[src/rtl/mailbox_slave.sv]
// -----------------------------------------------------------------------------
// mailbox_slave
//
// Bus slave that gives a local consumer a small byte FIFO. The bus master
// pushes bytes through register offset 0, and the local side drains them with
// a valid/ready pop port.
//
// Register map (addr[1:0]):
//   0  W: push wdata          R: FIFO head, no pop (8'h00 if empty, sets unf)
//   1  W: ignored             R: {ovf, unf, full, empty, count[3:0]}
//   2  W: wdata[0]=1 flushes the FIFO and clears ovf/unf    R: 8'h00
//   3  W: ignored             R: 8'h00
//
// Ports:
//   clk, rst_n     single rising-edge clock, asynchronous active-low reset
//   addr, wdata    bus address (only [1:0] decoded) and write data
//   mode           1 = write, 0 = read
//   valid, sl      master request and decoder select
//   rdata, ready   read data and one-cycle transfer-complete strobe
//   lo_data        FIFO head (combinational)
//   lo_valid       FIFO non-empty
//   lo_ready       local consumer pop request
//   dbg_state      current bus FSM state
//
// Bus handshake: the master raises valid (with sl) and holds it, together with
// addr/mode/wdata, until it sees ready. The slave samples the request in IDLE,
// commits on the next edge if valid is still high (dropping valid there
// cancels the transfer with no side effect), pulses ready for exactly one
// cycle two edges after the request was sampled, then waits for valid to
// fall before it will look at a new request.
//
// Local handshake: a pop happens on every rising edge where
// lo_valid & lo_ready.
// -----------------------------------------------------------------------------
module mailbox_slave #(
   parameter int DEPTH = 8
) (
   input  logic        clk,
   input  logic        rst_n,
   input  logic [15:0] addr,
   input  logic [7:0]  wdata,
   input  logic        mode,
   input  logic        valid,
   input  logic        sl,
   output logic [7:0]  rdata,
   output logic        ready,
   output logic [7:0]  lo_data,
   output logic        lo_valid,
   input  logic        lo_ready,
   output logic [1:0]  dbg_state
);

   localparam int PW = (DEPTH > 1) ? $clog2(DEPTH) : 1;

   typedef enum logic [1:0] {
      IDLE   = 2'd0,
      ACCESS = 2'd1,
      RESP   = 2'd2,
      DONE   = 2'd3
   } state_t;

   state_t      state_q;
   state_t      state_d;
   logic        accept;
   logic        commit;

   logic [1:0]  off_q;
   logic        mode_q;
   logic [7:0]  wdata_q;

   logic [7:0]  mem [DEPTH];
   logic [PW-1:0] wr_ptr;
   logic [PW-1:0] rd_ptr;
   logic [4:0]  count;
   logic        ovf;
   logic        unf;
   logic        full;
   logic        empty;
   logic [7:0]  status;

   logic        push_req;
   logic        push_ok;
   logic        push_drop;
   logic        pop;
   logic        flush;
   logic        head_read;
   logic [7:0]  rdata_d;
   logic [7:0]  rdata_q;
   logic        ready_q;

   // Upper address bits belong to the system decoder, not to this block.
   logic        unused_addr;
   assign unused_addr = ^addr[15:2];

   // ---------------------------------------------------------------- bus FSM
   always_ff @(posedge clk or negedge rst_n) begin
      if (!rst_n) begin
         state_q <= IDLE;
      end else begin
         state_q <= state_d;
      end
   end

   always_comb begin
      state_d = state_q;
      accept  = 1'b0;
      commit  = 1'b0;
      case (state_q)
         IDLE: begin
            if (sl && valid) begin
               accept  = 1'b1;
               state_d = ACCESS;
            end
         end
         ACCESS: begin
            if (!valid) begin
               state_d = IDLE;
            end else begin
               commit  = 1'b1;
               state_d = RESP;
            end
         end
         RESP: begin
            state_d = DONE;
         end
         DONE: begin
            if (!valid) begin
               state_d = IDLE;
            end
         end
         default: begin
            state_d = IDLE;
         end
      endcase
   end

   assign dbg_state = state_q;

   // Request fields are captured when the request is accepted so the commit
   // does not depend on the master keeping them stable.
   always_ff @(posedge clk or negedge rst_n) begin
      if (!rst_n) begin
         off_q   <= 2'd0;
         mode_q  <= 1'b0;
         wdata_q <= 8'h00;
      end else if (accept) begin
         off_q   <= addr[1:0];
         mode_q  <= mode;
         wdata_q <= wdata;
      end
   end

   // ---------------------------------------------------------------- FIFO
   assign full      = (count == 5'(DEPTH));
   assign empty     = (count == 5'd0);
   assign lo_valid  = !empty;
   assign lo_data   = mem[rd_ptr];
   assign status    = {ovf, unf, full, empty, count[3:0]};

   assign pop       = lo_valid && lo_ready;
   assign push_req  = commit && mode_q && (off_q == 2'd0);
   // A pop on the same edge frees the slot, so a push into a full FIFO is
   // still accepted then.
   assign push_ok   = push_req && (!full || pop);
   assign push_drop = push_req && full && !pop;
   assign flush     = commit && mode_q && (off_q == 2'd2) && wdata_q[0];
   assign head_read = commit && !mode_q && (off_q == 2'd0);

   always_ff @(posedge clk) begin
      if (push_ok) begin
         mem[wr_ptr] <= wdata_q;
      end
   end

   always_ff @(posedge clk or negedge rst_n) begin
      if (!rst_n) begin
         wr_ptr <= '0;
         rd_ptr <= '0;
         count  <= 5'd0;
         ovf    <= 1'b0;
         unf    <= 1'b0;
      end else if (flush) begin
         // Flush overrides a concurrent local pop.
         wr_ptr <= '0;
         rd_ptr <= '0;
         count  <= 5'd0;
         ovf    <= 1'b0;
         unf    <= 1'b0;
      end else begin
         if (push_ok) begin
            wr_ptr <= wr_ptr + PW'(1);
         end
         if (pop) begin
            rd_ptr <= rd_ptr + PW'(1);
         end
         case ({push_ok, pop})
            2'b10:   count <= count + 5'd1;
            2'b01:   count <= count - 5'd1;
            default: count <= count;
         endcase
         if (push_drop) begin
            ovf <= 1'b1;
         end
         if (head_read && empty) begin
            unf <= 1'b1;
         end
      end
   end

   // ---------------------------------------------------------------- read path
   // Read data reflects the state seen at the commit edge, before this
   // edge's push/pop/flush take effect. Writes load 8'h00.
   always_comb begin
      rdata_d = 8'h00;
      if (!mode_q) begin
         case (off_q)
            2'd0:    rdata_d = empty ? 8'h00 : mem[rd_ptr];
            2'd1:    rdata_d = status;
            default: rdata_d = 8'h00;
         endcase
      end
   end

   always_ff @(posedge clk or negedge rst_n) begin
      if (!rst_n) begin
         rdata_q <= 8'h00;
         ready_q <= 1'b0;
      end else begin
         if (commit) begin
            rdata_q <= rdata_d;
         end
         // Registered from RESP so the strobe lands in the cycle after the
         // RESP edge and lasts one cycle.
         ready_q <= (state_q == RESP);
      end
   end

   assign rdata = rdata_q;
   assign ready = ready_q;

endmodule

[config.mk]
export PLATFORM = sky130hd
export DESIGN_NAME = mailbox_slave
export DESIGN_NICKNAME = d
export VERILOG_FILES = /design/src/rtl/mailbox_slave.sv
export SDC_FILE = /design/constraint.sdc
export NUM_CORES = 1
export LEC_CHECK = 0
export CORE_UTILIZATION = 50
export DETAILED_ROUTE_END_ITERATION = 8
export GPL_ROUTABILITY_DRIVEN = 0
export PLACE_DENSITY = 0.75
export SLEW_MARGIN = 20
export SYNTH_ARGS = -nofsm -noshare
export SYNTH_HDL_FRONTEND = slang
export SYNTH_SLANG_ARGS = --single-unit
[constraint.sdc]
create_clock -name clk -period 3.8 [get_ports clk]
set_input_delay 0.76 -clock clk [delete_from_list [all_inputs] [get_ports clk]]
set_output_delay 0.76 -clock clk [all_outputs]
set_load 0.02 [all_outputs]
Yosys cells after proc, flatten, opt, wreduce, memory -nomap -nowiden
Memories as Yosys holds them, arrays and structs flattened.
Index checks and enable logic that the tools add are counted.
{"block": "totals", "ff_bits": 35, "mem_bits_rw": 64, "input_bits": 30, "output_inout_bits": 20, "word_cells": 75, "n_memories": 1}
{"name": "mem", "depth": 8, "width": 8, "read_ports": 1, "rd_ports_with_merged_regs": 0, "wr": 1, "line_no": "71", "text": "logic [7:0] mem [DEPTH];"}
{"block": "classes", "addsub": 4, "n_eq_ne": 10, "n_mux": 23, "n_reduce_logical": 26}
{"cell": "$mux W8", "count": 2}
{"cell": "$pmux W8 S2", "count": 1}
{"cell": "$logic_and A1 B1 Y1", "count": 12}
{"cell": "$mux W3", "count": 4}
{"cell": "$mux W1", "count": 10}
{"cell": "$pmux W5 S2", "count": 1}
{"cell": "$eq A2 B2 Y1 const B", "count": 4}
{"cell": "$pmux W2 S4", "count": 1}
{"cell": "$reduce_bool A2 Y1", "count": 4}
{"cell": "$add A3 B1 Y3 const B", "count": 2}
{"cell": "$eq A2 B1 Y1 const B", "count": 3}
{"cell": "$mux W2", "count": 3}
{"cell": "$add A5 B1 Y5 const B", "count": 1}
{"cell": "$eq A5 B4 Y1 const B", "count": 1}
{"cell": "$logic_not A5 Y1", "count": 1}
{"cell": "$mux W5", "count": 1}
{"cell": "$sub A5 B1 Y5 const B", "count": 1}
{"cell": "$logic_not A1 Y1", "count": 4}
{"cell": "$logic_not A2 Y1", "count": 2}
{"cell": "$ne A2 B2 Y1 const B", "count": 2}
{"cell": "$reduce_bool A3 Y1", "count": 1}
{"cell": "$reduce_and A2 Y1", "count": 1}
{"cell": "$logic_or A1 B1 Y1", "count": 1}

Longest topological paths before layout
Gate-level depths: netlist of the first run.
{"block": "logic_depth", "depth_word": 8, "ltp_mapped": 11, "depth_no_buf": 9}

Worst setup path before layout of the first run
No wires, ideal clock.
{"block": "synth_path", "kind": "input to register", "startpoint": "input port lo_ready", "endpoint": "memory mem[0][0], enable pin", "arrival_ns": 2.415, "required_ns": 3.417, "path_slack_ns": 1.002, "stages": 5, "path_buffers": 1, "cell_sequence": "clkbuf_1 > inv_1 > a311oi_1 > nand2b_1 > nor3_1"}
{"block": "synth_between", "elab_chain_len": 5}
{"element": "start: declaration", "line_no": "49", "text": "input logic lo_ready,"}
{"element": "$logic_and A1 B1 Y1", "line_no": "160", "text": "assign pop = lo_valid && lo_ready;"}
{"element": "$logic_or A1 B1 Y1", "line_no": "164", "text": "assign push_ok = push_req && (!full || pop);"}
{"element": "$logic_and A1 B1 Y1", "line_no": "164"}
{"element": "$mux W1", "line_no": "170", "text": "if (push_ok) begin"}
{"element": "$mux W1 (not written as such)", "line_no": "171", "text": "mem[wr_ptr] <= wdata_q;"}
{"element": "end: declaration", "line_no": "71"}
Every way passes these cells.

Final worst setup path of the first run
{"block": "layout_path", "startpoint": "register count[1]", "endpoint": "output port lo_valid"}
{"block": "layout_between", "elab_chain_len": 2}
{"element": "start: declaration", "line_no": "74", "text": "logic [4:0] count;"}
{"element": "start signal: assignment", "line_no": "197", "text": "2'b10: count <= count + 5'd1;"}
{"element": "start signal: assignment", "line_no": "198", "text": "2'b01: count <= count - 5'd1;"}
{"element": "start signal: assignment", "line_no": "199", "text": "default: count <= count;"}
{"element": "$logic_not A5 Y1", "line_no": "155", "text": "assign empty = (count == 5'd0);"}
{"element": "$logic_not A1 Y1", "line_no": "156", "text": "assign lo_valid = !empty;"}
{"element": "end: declaration", "line_no": "48", "text": "output logic lo_valid,"}
Every way passes these cells.

==> reports/qor.yml, run 1 <==
run_status:
  status: "finished clean"
setup_path:
  crit_type: "reg2out"
  crit_chain: "or4_1 -> nor2_1 -> inv_1 -> clkdlybuf4s50_1"
  worst_ep_arrival_time_ns: 2.61
  r2r_end: "count[4]"
  worst_r2r_startpoint: "count[1]"
  path_max_fanout: 12
  reg2reg_setup_slack_ns: 0.87
  r2r_cells: 9
  cpMaxStageDelayCell: "or4_1"
  cp_slowest_stage_delay_ns: 0.68
  cp-start-kind: "flip-flop"
  worstPathRequired_ns: 3.04
  crit_family: "simple AND/OR/NAND/NOR gates"
  end_kind: "output pin"
  worst-path-buf-inv: 2
final_layout:
  fin_area_sq_um: 4910
  antenna_cells: 0
  seqCellArea_sq_um: 2800
  nFillCells: 575
  layout.cells.non_filler: 415
  multi_input_area_sq_um: 1280
  area_growth_pct: 18.1
  drive_gt1_share_pct: 24.6
  finalNetCount: 342
  final_util_pct: 62.3
power_and_ir_drop:
  p_leak_nw: 1.82
  comb_power_share_pct: 35.2
  max-vdd-ir-drop_mv: 0.310
  p_per_area_nw_per_um2: 756
  power_frac_seq_pct: 46.5
  p_sw_w: 0.00128
  swShare_pct: 34.5
  clock_power_share_pct: 18.3
  p_int_w: 0.00244
sta:
  rsz0062_at_grt: "no"
  fin_tns_setup_ns: 0
  clock.fmax_mhz: 297
  period_share_pct: 88.6
  hold_viol_final: 0
  min_period_ns: 3.37
  relSlewSlack_pct: 43.4
  worstMarginPinSlew_ns: 0.849
  setup_violations: 0
  finClkSkew_ns: 0.0122
  drv_slew: 0
logic_synthesis:
  synthFlopType: "edfxtp_1"
  syn_area_sq_um: 4160
  yosysSeqAreaShare_pct: 67.2
  ys_seq_elements: 99
  synth.distinct_cells: 40
  synthCells: 256
  synth_fp_nets: 290
  synth_area_per_cell_sq_um: 16.3
  ys_warn_count: 0
  synth-edff-count: 64
  synthArstFlopShare_pct: 35.4
drt:
  drt_iter0_markers: 152
  routed_via_density: 5.74
  drcViolationCount: 0
  antenna_left: 0
  totalWireLength_um: 8070
  wl_per_cell_um: 19.4
  vias: 2384
  drt-pass1-iter-count: 5
floorplan:
  boundaryPins: 50
  fp.coreArea_sq_um: 7890
  rows: 32
  fp.dieW_um: 93.2
  die_h_um: 93.2
  initial_core_util_pct: 52.8
  die_area_sq_um: 8690
clocking:
  ctsHoldBuffers: 0
  clkSlewWorstSetupHoldPaths_ns: 0.10
  clkLatencyLatePin_ns: 0.37
  post_cts_buffers: 0
  h-tree-depth: 3
  cts_tree: "built"
  cts_buffers: 9
  post_cts_resized: 0
  cts.path.max_buffers: 2
  clock-sinks: 99
  ctsRootBufferMaster: "clkbuf_8"
placement:
  placed_cells: 399
  dp_hpwl_um: 5640
  numPortBuffers: 35
  place_area_sq_um: 4710
grt:
  grt_overflow: 0
  grt_pass1_wl_um: 13000
  grt_max_degree: 36
  grt_pass1_vias: 2421
  antenna_found_initial: 0
  globalRouteTotalUtil_pct: 20.7
min_path:
  hp-class: "in2async"
flow_run:
  drv_cap: 0
power by group through the flow:
stage	clock network (W)	registers, W	logic [W]
CTS	0.000693	0.00173	0.00132
global route	0.000733	0.00176	0.00142
finish	0.000679	0.00173	0.00131
floorplan	0	0.00166	0.000909
global placement	0	0.00173	0.00127
detailed placement	0	0.00175	0.00132
placed cells by master, fill, tap and decap left out, drive strengths merged, types with 2 or more instances in the layout:
cell and n:
clkbuf 9, clkinv 3, o21ai 4, or3 3, nand2b 5, inv 8, a31o 2, buf 19
xor2 4, mux4 16, clkdlybuf4s50 34, mux2 19, a22o 8, nor3 4, nand2 11, a32o 6
nor2b 2, nand3 2, dfrtp 35, nor2 20, a21oi 7, xnor2 2, edfxtp 64, ha 4
mux2i 5
cell usage after synthesis, types with 2 or more instances:
| master | count | share of area, % |
|---|---|---|
| edfxtp_1 | 64 | 46 |
| dfrtp_1 | 35 | 21 |
| nor2_1 | 20 | 1.8 |
| mux2_2 | 19 | 5.1 |
| mux4_2 | 16 | 8.7 |
| nand2_1 | 11 | 0.99 |
| a22o_1 | 8 | 1.7 |
| a21oi_1 | 7 | 0.84 |
| clkbuf_1 | 7 | 0.63 |
| a32o_1 | 6 | 1.4 |
| inv_1 | 6 | 0.54 |
| mux2i_1 | 5 | 1.2 |
| nand2b_1 | 5 | 0.75 |
| ha_1 | 4 | 1.2 |
| nor3_1 | 4 | 0.48 |
| o21ai_0 | 4 | 0.48 |
| xor2_1 | 4 | 0.84 |
| buf_2 | 3 | 0.36 |
| or3_1 | 3 | 0.45 |
| a31o_2 | 2 | 0.42 |
| nand3_1 | 2 | 0.24 |
| nor2b_1 | 2 | 0.30 |
| xnor2_1 | 2 | 0.42 |
sequential cells by signal, summed over array words and instances (netlist names), named ones only:
name	cells
rdata	8
mode_q	1
dbg_state	1
wdata_q	8
rd_ptr	3
mem	64
ovf	1
off_q	2
count	5
unf	1
wr_ptr	3
ready	1
routing by layer:
layer	part of all wire [%]	up-vias	track usage, %
met1	43	1211	27.2
met3	4.9	8	4.96
met5	0	-	0
li1	-	1094	-
met4	1.1	0	5.90
met2	51	71	34.4
stage by stage:
stage                     power [W]  setup slack, ns  hold WS, ns
final                       0.00372            0.435        0.493
after global routing        0.00392            0.361        0.548
after CTS                   0.00374            0.452        0.525
after detailed placement    0.00307            0.543        0.495
after global placement      0.00300            0.591        0.489
after floorplan             0.00257             1.00        0.463
worst max path at each step:
stage / from / endpoint / slack, ns / depth (start not counted)
2_1_floorplan: lo_ready / mem[0][0] / 1.00 / 5
3_3_place_gp: valid / mem[2][5] / 0.59 / 8
3_5_place_dp: valid / mem[2][5] / 0.54 / 8
4_1_cts: count[1] / lo_valid / 0.45 / 4
5_1_grt: count[1] / lo_valid / 0.36 / 4
6_report: count[1] / lo_valid / 0.43 / 4
cell type report:
cell class                      instances  share of cell area [%]
Multi-Input combinational cell        139                    26.2
Clock inverter                          7                    1.55
Inverter                                6                   0.458
Clock buffer                            9                    2.52
Timing Repair Buffer                   53                    9.78
Sequential cell                        99                    56.9
Tap cell                              102                    2.60
logic make-up (layout without fill, tap and decap cells):
family | count (synthesis) | in the layout | synth area share [%]
xor+xnor | 6 | 6 | 1.26
simple gates | 55 | 55 | 6.55
compound gates | 34 | 34 | 6.86
flops | 99 | 99 | 67.2
fa+ha+maj | 4 | 4 | 1.20
mux | 40 | 40 | 15.0
buf+inv | 18 | 75 | 1.89
worst reg2reg max path: stages, from the launching register on:
cell and delay, ns:
dfrtp_1 0.48, or4_1 0.68, o221ai_4 0.33, xnor2_1 0.11, ha_1 0.22, or3_1 0.32, a21oi_1 0.15, mux2i_1 0.10
or3_1 0.33, a21oi_1 0.14
Note: power is estimated with default switching activity, not from simulation.
==> inputs of run 2 (changes only) <==
- ABC_CLOCK_PERIOD_IN_PS: default -> 3800
- TNS_END_PERCENT: default -> 10
==> results of run 2 <==
Same layout as run 1: the final DEF is identical, and so are final timing and power.
